===== config.mk =====
export PLATFORM = sky130hd
export DESIGN_NAME = pc_unit
export DESIGN_NICKNAME = d
export VERILOG_FILES = /design/src/rtl/pc_unit.sv
export SDC_FILE = /design/constraint.sdc
export NUM_CORES = 1
export LEC_CHECK = 0
export ABC_CLOCK_PERIOD_IN_PS = 4690
export CORE_MARGIN = 2
export CORE_UTILIZATION = 36
export CTS_BUF_LIST = sky130_fd_sc_hd__clkbuf_8
export CTS_CLUSTER_SIZE = 10
export DETAILED_ROUTE_END_ITERATION = 7
export PLACE_DENSITY = 0.74
export REMOVE_ABC_BUFFERS = 1
export SYNTH_ARGS = -nofsm -noshare
export SYNTH_HDL_FRONTEND = slang
export SYNTH_SLANG_ARGS = --single-unit

===== constraint.sdc =====
create_clock -name clk -period 4.69 [get_ports clk]
set_clock_uncertainty 0.15 [all_clocks]
set_input_delay 0.469 -clock clk [delete_from_list [all_inputs] [get_ports clk]]
set_output_delay 0.469 -clock clk [all_outputs]
set_load 0.05 [all_outputs]

===== src/rtl/pc_unit.sv =====
// Program counter with IDLE/FETCH/VALID fetch handshake and branch/jump redirects.
// Optional exception redirect and EPC capture are enabled by defining PC_EXC_EN.
module pc_unit #(
    parameter logic [31:0] RESET_VECTOR = 32'h0000_0000,
    parameter logic [31:0] EXC_VECTOR   = 32'h0000_0080
) (
    input  logic        clk,
    input  logic        reset,
    input  logic        STALL,
    input  logic        BRANCH,
    input  logic [31:0] BRANCH_TARGET,
    input  logic        JUMP,
    input  logic [31:0] JUMP_TARGET,
    input  logic        IMEM_ACK,
`ifdef PC_EXC_EN
    input  logic        EXC,
    output logic [31:0] EPC,
`endif
    output logic        IMEM_REQ,
    output logic [31:0] IMEM_ADDR,
    output logic [31:0] PC,
    output logic [31:0] PC_PLUS4,
    output logic        PC_VALID
);

    typedef enum logic [1:0] {
        IDLE  = 2'd0,
        FETCH = 2'd1,
        VALID = 2'd2
    } state_t;

    state_t      state_q, state_d;
    logic [31:0] pc_q, pc_d;
    logic        pend_q, pend_d;
    logic [31:0] pend_tgt_q, pend_tgt_d;
    logic        redir;
    logic [31:0] redir_tgt;
`ifdef PC_EXC_EN
    logic [31:0] epc_q, epc_d;
`endif

    // Redirect selection; exception (when built in) outranks jump, jump outranks branch.
    always_comb begin
        redir     = JUMP | BRANCH;
        redir_tgt = JUMP ? JUMP_TARGET : BRANCH_TARGET;
`ifdef PC_EXC_EN
        if (EXC) begin
            redir     = 1'b1;
            redir_tgt = EXC_VECTOR;
        end
`endif
        redir_tgt = redir_tgt & 32'hFFFF_FFFC;
    end

    always_comb begin
        state_d    = state_q;
        pc_d       = pc_q;
        pend_d     = pend_q;
        pend_tgt_d = pend_tgt_q;
`ifdef PC_EXC_EN
        epc_d      = epc_q;
`endif
        case (state_q)
            IDLE: state_d = FETCH;
            FETCH: begin
                if (redir) begin
                    pend_d     = 1'b1;
                    pend_tgt_d = redir_tgt;
`ifdef PC_EXC_EN
                    if (EXC) epc_d = pc_q;
`endif
                end
                // A redirect arriving with the ack still discards the returned fetch.
                if (IMEM_ACK) begin
                    if (pend_d) begin
                        pc_d   = pend_tgt_d;
                        pend_d = 1'b0;
                    end else begin
                        state_d = VALID;
                    end
                end
            end
            VALID: begin
`ifdef PC_EXC_EN
                if (EXC) epc_d = pc_q;
`endif
                if (redir) begin
                    pc_d    = redir_tgt;
                    state_d = FETCH;
                end else if (!STALL) begin
                    pc_d    = pc_q + 32'd4;
                    state_d = FETCH;
                end
            end
            default: state_d = IDLE;
        endcase
    end

    always_ff @(posedge clk) begin
        if (reset) begin
            state_q    <= IDLE;
            pc_q       <= RESET_VECTOR;
            pend_q     <= 1'b0;
            pend_tgt_q <= '0;
`ifdef PC_EXC_EN
            epc_q      <= '0;
`endif
        end else begin
            state_q    <= state_d;
            pc_q       <= pc_d;
            pend_q     <= pend_d;
            pend_tgt_q <= pend_tgt_d;
`ifdef PC_EXC_EN
            epc_q      <= epc_d;
`endif
        end
    end

    assign PC        = pc_q;
    assign IMEM_ADDR = pc_q;
    assign PC_PLUS4  = pc_q + 32'd4;
    assign IMEM_REQ  = (state_q == FETCH);
    assign PC_VALID  = (state_q == VALID);
`ifdef PC_EXC_EN
    assign EPC       = epc_q;
`endif

endmodule


==> metrics.txt, run 1 <==
Simple-Gate Fraction of Synth Area 24.90%; die area 13480 sq um; synthesized instance count 606; Starting DRT DRC Count 388; Critical Path Start Type flop; Psw 0.0005939 W; most frequent cell after synthesis dfxtp_1; critical path type reg -> out; CTS Root Cell clkbuf_8; Compound-Gate Fraction of Synth Area 28.41%; power per cell area 277.0 nW/um^2; H-tree depth 3; First-pass DRT Iterations 5; P_leak 2.107 nW; #FFs+latches synth 67; first-pass GRT wire length 24470 um; maximum VDD drop 178.4 uV; Vias 5149; Reg2Reg Depth 5; PortBufs 163; Tmin final 3.975 ns; Final HPWL DP 10970 um; Die X 116.1 um; mean post-synth cell area 7.464 sq um; Fin Setup TNS 0 ns; largest family of logic cells by synthesized area compound AO/OA/AOI/OAI gates; share of layout cells above drive strength 1 5.758%; clock power share 32.3%; final estimated routing congestion in global placement 0.9126; Final nets 778; worst path required time 4.07 ns; Met1 Routed Length 6629 um; Sw Share 34.40%; register area share after synthesis 29.65%; largest net degree at the start of global routing 41; number of synthesized flops with an enable pin 0; crit-path max FO 8; Final Hold Vio Count 0; initial antenna violation count 1; Clock Latency Late Sink 0.35 ns; R2R setup slack 1.74 ns; core region area 12160 sq um; number of global-route vias before repair 5023; FFs w/ async S/R, synth 0%; drc violations 0; Post-CTS Resized 0; Max Used Layer met5; Synth area leader dfxtp_1; Slew @ Worst Pin 1.158 ns; sequential power share 37.8%; Period Utilization, post-route 84.75%; worst hold start pend_tgt_q[1]; vias per inst 5.851; die height 116.1 um; Initial Util 37.19%; worst hold path class reg -> reg; Worst-path clk slew 0.08 ns; share of the synthesized area in the top cell type 29.65%; Met2 Routed Length 7536 um; Synth area leaders dfxtp_1 (30%), buf_4 (5.8%), a21oi_1 (5.4%); Netlist cell types 56; Worst Hold Path EP pend_tgt_q[1]; total chip power 0.001726 W; Peak Freq 0.2516 GHz; remaining global-route overflow 0; Num CTS Buffers 9; Tot GR Track Use 22.73%; met3 routed WL 1286 um; Critical R2R Capture IMEM_ADDR[29]; Comb pwr share 29.9%; max-slew violations 0; WP data arrival 3.36 ns; Crit. End Element primary output; Post-Synth XOR/XNOR Area 5.422%; hold path depth 1; unrepaired setup endpoints after global routing no; ANT cells 0; CTS sink cnt 67; fraction of the mapped netlist area in adder cells 0.2766%; Int Power 0.001133 W; I/O Pins 168; status completed; most common library cells after synthesis dfxtp_1 (67), nor2_1 (59), a21oi_1 (49); num rows 40; cell area after synthesis 4523 sq um; Syn-to-layout area delta 37.81%; R2R Path Start IMEM_ADDR[5]; post-synthesis mux area share 0%; final antenna-violating net count 0; fillers 1138; Ys Warns 0; CTS max path bufs 2; Max Cap Viol 0; worst relative slew slack 22.63%; hold_buf cts 0; Setup Viol. Count Final 0; detail-routed net length per standard cell 17.98 um; CTS tree done; top_reg_cell synth dfxtp_1; post-CTS setup buffers 0; drt total wl 15820 um
## critical path, cell delays in order, from the launching register on
cell             delay [ns]
dfxtp_1                0.52
ha_1                   0.36
inv_1                  0.11
or4_1                  0.67
nor2_1                 0.25
nand3_1                0.14
xnor2_1                0.16
clkdlybuf4s50_1        0.81
## state kept, by name (all words and copies together) (netlist names)
signal      flops
IMEM_ADDR      32
pend_q          1
pend_tgt_q     32
state_q         2
## cell families (layout without fill, tap and decap cells)
kind of cell	Yosys count	count (layout)
xor gates and xnor gates	28	28
AOI/OAI and AO/OA	196	196
DFF	67	67
adders and majority gates	1	1
buffers and inverters	99	205
and+or+nand+nor	215	215
## stage by stage
stage,std cells,setup WS [ns],cell area (sq um),util (%),hold WS (ns)
after floorplan,520,0.6378,4059,-,0.3041
after global placement,864,1.125,6006,49.38,0.3137
after detailed placement,864,1.099,6006,49.38,0.3287
after CTS,880,0.7153,6233,51.26,0.3407
after global routing,880,0.5622,6233,51.26,0.3483
final,880,0.7154,6233,51.26,0.3359
## power groups by stage
| stage | Clock, W | Sequential (W) | Combinational [W] |
|---|---|---|---|
| detailed placement | 0 | 0.000665 | 0.000514 |
| global route | 0.000590 | 0.000659 | 0.000547 |
| CTS | 0.000569 | 0.000652 | 0.000516 |
| finish | 0.000557 | 0.000653 | 0.000516 |
| floorplan | 0 | 0.000756 | 0.000198 |
| global placement | 0 | 0.000661 | 0.000506 |
## worst max path at each step
stage / start / end / slack [ns] / cells past startpoint
finish: IMEM_ADDR[3] / PC_PLUS4[26] / 0.72 / 7
global route: IMEM_ADDR[2] / PC_PLUS4[26] / 0.56 / 7
global placement: IMEM_ADDR[4] / PC_PLUS4[29] / 1.12 / 5
CTS: IMEM_ADDR[5] / PC_PLUS4[29] / 0.72 / 5
floorplan: IMEM_ADDR[2] / PC_PLUS4[22] / 0.64 / 6
detailed placement: IMEM_ADDR[4] / PC_PLUS4[29] / 1.10 / 5
## layout by cell type, fill, tap and decap left out, types with 3 or more instances in the layout
cell             count
nor2b_1              7
and2_1               3
nor2_1              59
or4_1                4
a21oi_1             49
o21a_1               3
nor4_1              10
buf_2                3
a2bb2oi_1            8
a221oi_1             9
a31oi_1              3
a211oi_1            31
a22oi_1              7
xor2_1              10
nand3_1             14
nand2b_1            15
clkbuf_8            11
clkdlybuf4s50_1    160
o32ai_1             10
nand3b_1            15
nor3_1              14
xnor2_1             18
nand4_1             10
nor3b_1              4
and3_1               6
o22ai_1             17
a41oi_1              3
buf_4               13
dfxtp_1             67
nand2_1             39
inv_1               13
o21ai_0             39
## per-layer routing
| layer | vias up | track usage [%] |
|---|---|---|
| li1 | 2411 | - |
| met1 | 2443 | 29.08 |
| met2 | 259 | 38.13 |
| met3 | 34 | 3.944 |
| met4 | 2 | 9.206 |
| met5 | - | 0 |
## layout make-up
| class | count | area [sq um] | area share (%) |
|---|---|---|---|
| Clock buffer | 11 | 151.4 | 2.429 |
| Clock inverter | 5 | 76.32 | 1.224 |
| Inverter | 13 | 48.80 | 0.7828 |
| Multi-Input combinational cell | 440 | 2691 | 43.18 |
| Sequential cell | 67 | 1341 | 21.52 |
| Tap cell | 168 | 210.2 | 3.372 |
| Timing Repair Buffer | 176 | 1714 | 27.50 |
Note: power is estimated with default switching activity, not from simulation.
==> run 2, diff against run 1 <==
--- a/config.mk
+++ b/config.mk
@@ -5,7 +5,7 @@
 export SDC_FILE = /design/constraint.sdc
 export NUM_CORES = 1
 export LEC_CHECK = 0
-export ABC_CLOCK_PERIOD_IN_PS = 4690
+export ABC_CLOCK_PERIOD_IN_PS = 3760
 export CORE_MARGIN = 2
 export CORE_UTILIZATION = 36
 export CTS_BUF_LIST = sky130_fd_sc_hd__clkbuf_8
==> constraint.sdc (replaced) <==
create_clock -name clk -period 3.76 [get_ports clk]
set_clock_uncertainty 0.15 [all_clocks]
set_input_delay 0.376 -clock clk [delete_from_list [all_inputs] [get_ports clk]]
set_output_delay 0.376 -clock clk [all_outputs]
set_load 0.05 [all_outputs]
==> metrics.txt, run 2 (synthesized netlist as in run 1, its figures left out) <==
status completed; Period Utilization, post-route 93.53%; crit-path max FO 10; Final Instance Area 6390 sq um; sequential power share 37.3%; commonest non-fill, non-tap cell in the layout clkdlybuf4s50_1; drt total wl 16090 um; Psw 0.0007625 W; Sw Share 35.05%; Die X 116.1 um; max-slew violations 0; die height 116.1 um; CTS Root Cell clkbuf_8; ANT cells 0; first-pass GRT wire length 24700 um; Reg2Reg Depth 6; Tot GR Track Use 23.07%; worst path required time 3.23 ns; Slew @ Worst Pin 0.8191 ns; I/O Pins 168; Int Power 0.001413 W; core region area 12160 sq um; most frequent cells in the layout clkdlybuf4s50_1 (145), dfxtp_1 (67), nor2_1 (59), a21oi_1 (49); hold path depth 1; Initial Util 37.19%; Num CTS Buffers 9; First-pass DRT Iterations 5; Worst-path clk slew 0.09 ns; share of layout cells above drive strength 1 8.750%; Post-CTS Resized 0; critical path type reg -> out; R2R Path Start IMEM_ADDR[9]; slowest CP cell clkdlybuf4s50_1; Critical R2R Capture IMEM_ADDR[29]; Syn-to-layout area delta 41.27%; largest net degree at the start of global routing 39; post-CTS setup buffers 0; worst hold path class reg -> reg; Max Cap Viol 0; Final nets 786; H-tree depth 3; CTS sink cnt 67; final estimated routing congestion in global placement 0.8700; Setup Viol. Count Final 0; Crit. End Element primary output; CTS max path bufs 2; WP data arrival 2.99 ns; number of global-route vias before repair 4941; Peak Freq 0.2844 GHz; die area 13480 sq um; utilization after layout 52.54%; detail-routed net length per standard cell 18.12 um; Worst Hold Path EP pend_tgt_q[0]; Placed Area 6158 sq um; maximum VDD drop 208.9 uV; R2R setup slack 0.79 ns; Min Hold Slack 0.3424 ns; CP cell instances ha_1 -> inv_1 -> nor3_1 -> nand3_1 -> xnor2_1 -> clkdlybuf4s50_1; Starting DRT DRC Count 417; Tmin final 3.517 ns; PortBufs 163; worst relative slew slack 45.15%; CTS tree done; vias per inst 5.815; P_leak 2.225 nW; Comb pwr share 30.7%; remaining global-route overflow 0; clock power share 32.0%; Final HPWL DP 11160 um; power per cell area 340.5 nW/um^2; Vias 5164; unrepaired setup endpoints after global routing no; final antenna-violating net count 0; initial antenna violation count 0; num rows 40; Critical Path Start Type flop; Clock Latency Late Sink 0.35 ns; drc violations 0; Crit path largest cell delay 0.82 ns; final cell count without fillers 888; worst hold start pend_tgt_q[0]; Post-Place Cells 872; Final Hold Vio Count 0; hold_buf cts 0; fillers 1148
-- run 2: cell type report --
class	count	area (sq um)	share of cell area, %
clock buffer	10	137.6	2.154
clock inverter	6	88.84	1.390
inverter	13	48.80	0.7637
multi-input combinational	440	2691	42.12
sequential	67	1341	20.99
tap	168	210.2	3.290
timing repair buffer	184	1872	29.29
-- run 2: how the worst max path moves through the flow --
stage,startpoint,end
CTS,IMEM_ADDR[2],PC_PLUS4[23]
global route,IMEM_ADDR[2],PC_PLUS4[14]
global placement,IMEM_ADDR[2],PC_PLUS4[23]
floorplan,IMEM_ADDR[2],PC_PLUS4[22]
detailed placement,IMEM_ADDR[2],PC_PLUS4[23]
finish,IMEM_ADDR[2],PC_PLUS4[14]
-- run 2: power groups by stage --
stage / combinational, W / clock, W / sequential (W)
final: 0.000668 / 0.000696 / 0.000811
after global placement: 0.000654 / 0 / 0.000821
after CTS: 0.000666 / 0.000700 / 0.000809
after global routing: 0.000706 / 0.000725 / 0.000818
after floorplan: 0.000247 / 0 / 0.000944
after detailed placement: 0.000663 / 0 / 0.000826
-- run 2: layer usage --
| layer | wire length [um] | share of wire [%] | up-vias | GRT usage [%] |
|---|---|---|---|---|
| met4 | 206 | 1.3 | 0 | 6.667 |
| met2 | 7621 | 47 | 280 | 39.88 |
| li1 | - | - | 2417 | - |
| met5 | 0 | 0 | - | 0 |
| met3 | 1414 | 8.8 | 19 | 4.255 |
| met1 | 6847 | 43 | 2448 | 29.48 |
-- run 2: critical path: cells and delay by family (launching register included) --
kind | cells | cell delay, ns
xor gates and xnor gates | 1 | 0.20
adders and majority gates | 1 | 0.36
buffers and inverters | 2 | 0.93
DFF | 1 | 0.53
and+or+nand+nor | 2 | 0.63
-- run 2: stage by stage --
stage | total power [W] | worst slack (ns) | setup TNS, ns
6_report | 0.002176 | 0.2434 | 0
5_1_grt | 0.002249 | 0.05812 | 0
4_1_cts | 0.002176 | 0.1509 | 0
3_5_place_dp | 0.001489 | 0.5325 | 0
3_3_place_gp | 0.001475 | 0.5449 | 0
2_1_floorplan | 0.001191 | -0.1992 | -3.221
==> run 3, diff against run 2 <==
--- a/config.mk
+++ b/config.mk
@@ -6,7 +6,6 @@
 export NUM_CORES = 1
 export LEC_CHECK = 0
 export ABC_CLOCK_PERIOD_IN_PS = 3760
-export CORE_MARGIN = 2
 export CORE_UTILIZATION = 36
 export CTS_BUF_LIST = sky130_fd_sc_hd__clkbuf_8
 export CTS_CLUSTER_SIZE = 10
==> metrics.txt, run 3 (synthesized netlist as in run 1, its figures left out) <==
Critical R2R Capture IMEM_ADDR[29]; Peak Freq 0.2804 GHz; Worst Hold Path EP pend_tgt_q[0]; largest net degree at the start of global routing 50; CP cell instances nand3_1 -> or4_1 -> nor3_1 -> xor2_1 -> clkdlybuf4s50_1; Reg2Reg Depth 6; worst path required time 3.23 ns; total chip power 0.002187 W; Final Hold Vio Count 0; worst hold path class reg -> reg; die area 13020 sq um; met2 Track Usage GR 40.16%; num rows 40; Setup Viol. Count Final 0; detail-routed net length per standard cell 17.98 um; Worst-path clk slew 0.09 ns; vias per inst 5.775; max-slew violations 0; first-pass GRT wire length 24980 um; Critical Path Start Type flop; R2R Path Start IMEM_ADDR[9]; ANT cells 0; Min Hold Slack 0.3282 ns; hold_buf cts 0; unrepaired setup endpoints after global routing no; Tot GR Track Use 24.18%; Period Utilization, post-route 94.86%; Initial Util 37.35%; met1 GRT Util 30.50%; CP delay by family, top simple AND/OR/NAND/NOR gates; Syn-to-layout area delta 41.33%; number of global-route vias before repair 4935; crit-path max FO 8; initial antenna violation count 0; drt total wl 15950 um; hold path depth 1; CTS sink cnt 67; Final HPWL DP 10880 um; Starting DRT DRC Count 378; critical path type reg -> out; final antenna-violating net count 0; die height 114.1 um; PortBufs 163; Slew @ Worst Pin 0.9450 ns; Num CTS Buffers 9; Final Instance Area 6392 sq um; worst relative slew slack 37.00%; Clock Latency Late Sink 0.35 ns; commonest non-fill, non-tap cell in the layout clkdlybuf4s50_1; remaining global-route overflow 0; Buf/Inv on CP 1; H-tree depth 3; Tmin final 3.567 ns; maximum VDD drop 220.7 uV; slowest CP cell clkdlybuf4s50_1; Crit. End Element primary output; CTS tree done; status completed; Die X 114.1 um; drc violations 0; Vias 5122; WP data arrival 3.04 ns; P_leak 2.217 nW; met3 Track Usage GR 5.770%; worst hold start pend_tgt_q[0]; Max Cap Viol 0; CTS max path bufs 2; CTS Root Cell clkbuf_8; Crit path largest cell delay 0.83 ns; core region area 12110 sq um; busiest grt layer met2; R2R setup slack 0.75 ns; First-pass DRT Iterations 5; power per cell area 342.1 nW/um^2; Final nets 785; most frequent cells in the layout clkdlybuf4s50_1 (146), dfxtp_1 (67), nor2_1 (59), a21oi_1 (49); Placed Area 6163 sq um; fillers 1148; final estimated routing congestion in global placement 0.8459; share of layout cells above drive strength 1 8.623%; post-CTS setup buffers 0; I/O Pins 168
==> run 3: changes by cell type in the layout (fill, tap and decap cells not counted), sizes merged <==
cell           change
buf                -1
clkbuf             +1
clkdlybuf4s50      +1
clkinv             +1
clkinvlp           -2
dlymetal6s2s       -1
==> run 3: routing by layer <==
| layer | vias to the layer above | wire length (um) |
|---|---|---|
| met5 | - | 0 |
| met1 | 2436 | 6637 |
| met2 | 250 | 7603 |
| li1 | 2411 | - |
| met4 | 0 | 285 |
| met3 | 25 | 1424 |
==> run 3: timing repair <==
| item | CTS | global route |
|---|---|---|
| endpoints found under the hold margin | 0 | 0 |
| endpoints found under the setup margin | 0 | 1 |
| resized for setup | 0 | 1 |
==> run 3: worst reg2reg max path, delay by kind of cell (launching register included) <==
kind / cells / cell delay (ns)
DFF: 1 / 0.53
buffers and inverters: 1 / 0.21
AOI/OAI and AO/OA: 1 / 0.19
and+or+nand+nor: 4 / 1.85
==> run 3: report_power, final <==
group          leakage (nW)  switching [W]  total [W]  internal (W)
Combinational          1.55       0.000402   0.000666      0.000264
Clock                 0.119       0.000300   0.000707      0.000407
Sequential            0.550      0.0000566   0.000813      0.000757
Total                  2.22       0.000759    0.00219       0.00143
==> run 3: area by class of cell <==
class,instances,area (sq um),share of cell area [%]
Clock inverter,5,75.07,1.174
Multi-Input combinational cell,440,2691,42.10
Inverter,13,48.80,0.7634
Tap cell,168,210.2,3.288
Sequential cell,67,1341,20.98
Clock buffer,11,151.4,2.368
Timing Repair Buffer,183,1874,29.32
==> run 3: how the worst max path moves through the flow <==
stage / start / cells past startpoint / endpoint / slack, ns
after floorplan: IMEM_ADDR[2] / 6 / PC_PLUS4[22] / -0.20
after global routing: IMEM_ADDR[12] / 5 / PC_PLUS4[23] / 0.09
after CTS: IMEM_ADDR[12] / 5 / PC_PLUS4[23] / 0.17
after detailed placement: IMEM_ADDR[12] / 5 / PC_PLUS4[23] / 0.56
after global placement: IMEM_ADDR[12] / 5 / PC_PLUS4[23] / 0.59
final: IMEM_ADDR[12] / 5 / PC_PLUS4[23] / 0.19
==> run 3: metrics by stage <==
stage	setup TNS (ns)	instances	utilization [%]	setup WS [ns]
2_1_floorplan	-3.221	520	-	-0.1992
3_3_place_gp	0	871	50.89	0.5950
3_5_place_dp	0	871	50.89	0.5604
4_1_cts	0	887	52.76	0.1668
5_1_grt	0	887	52.78	0.09233
6_report	0	887	52.78	0.1932
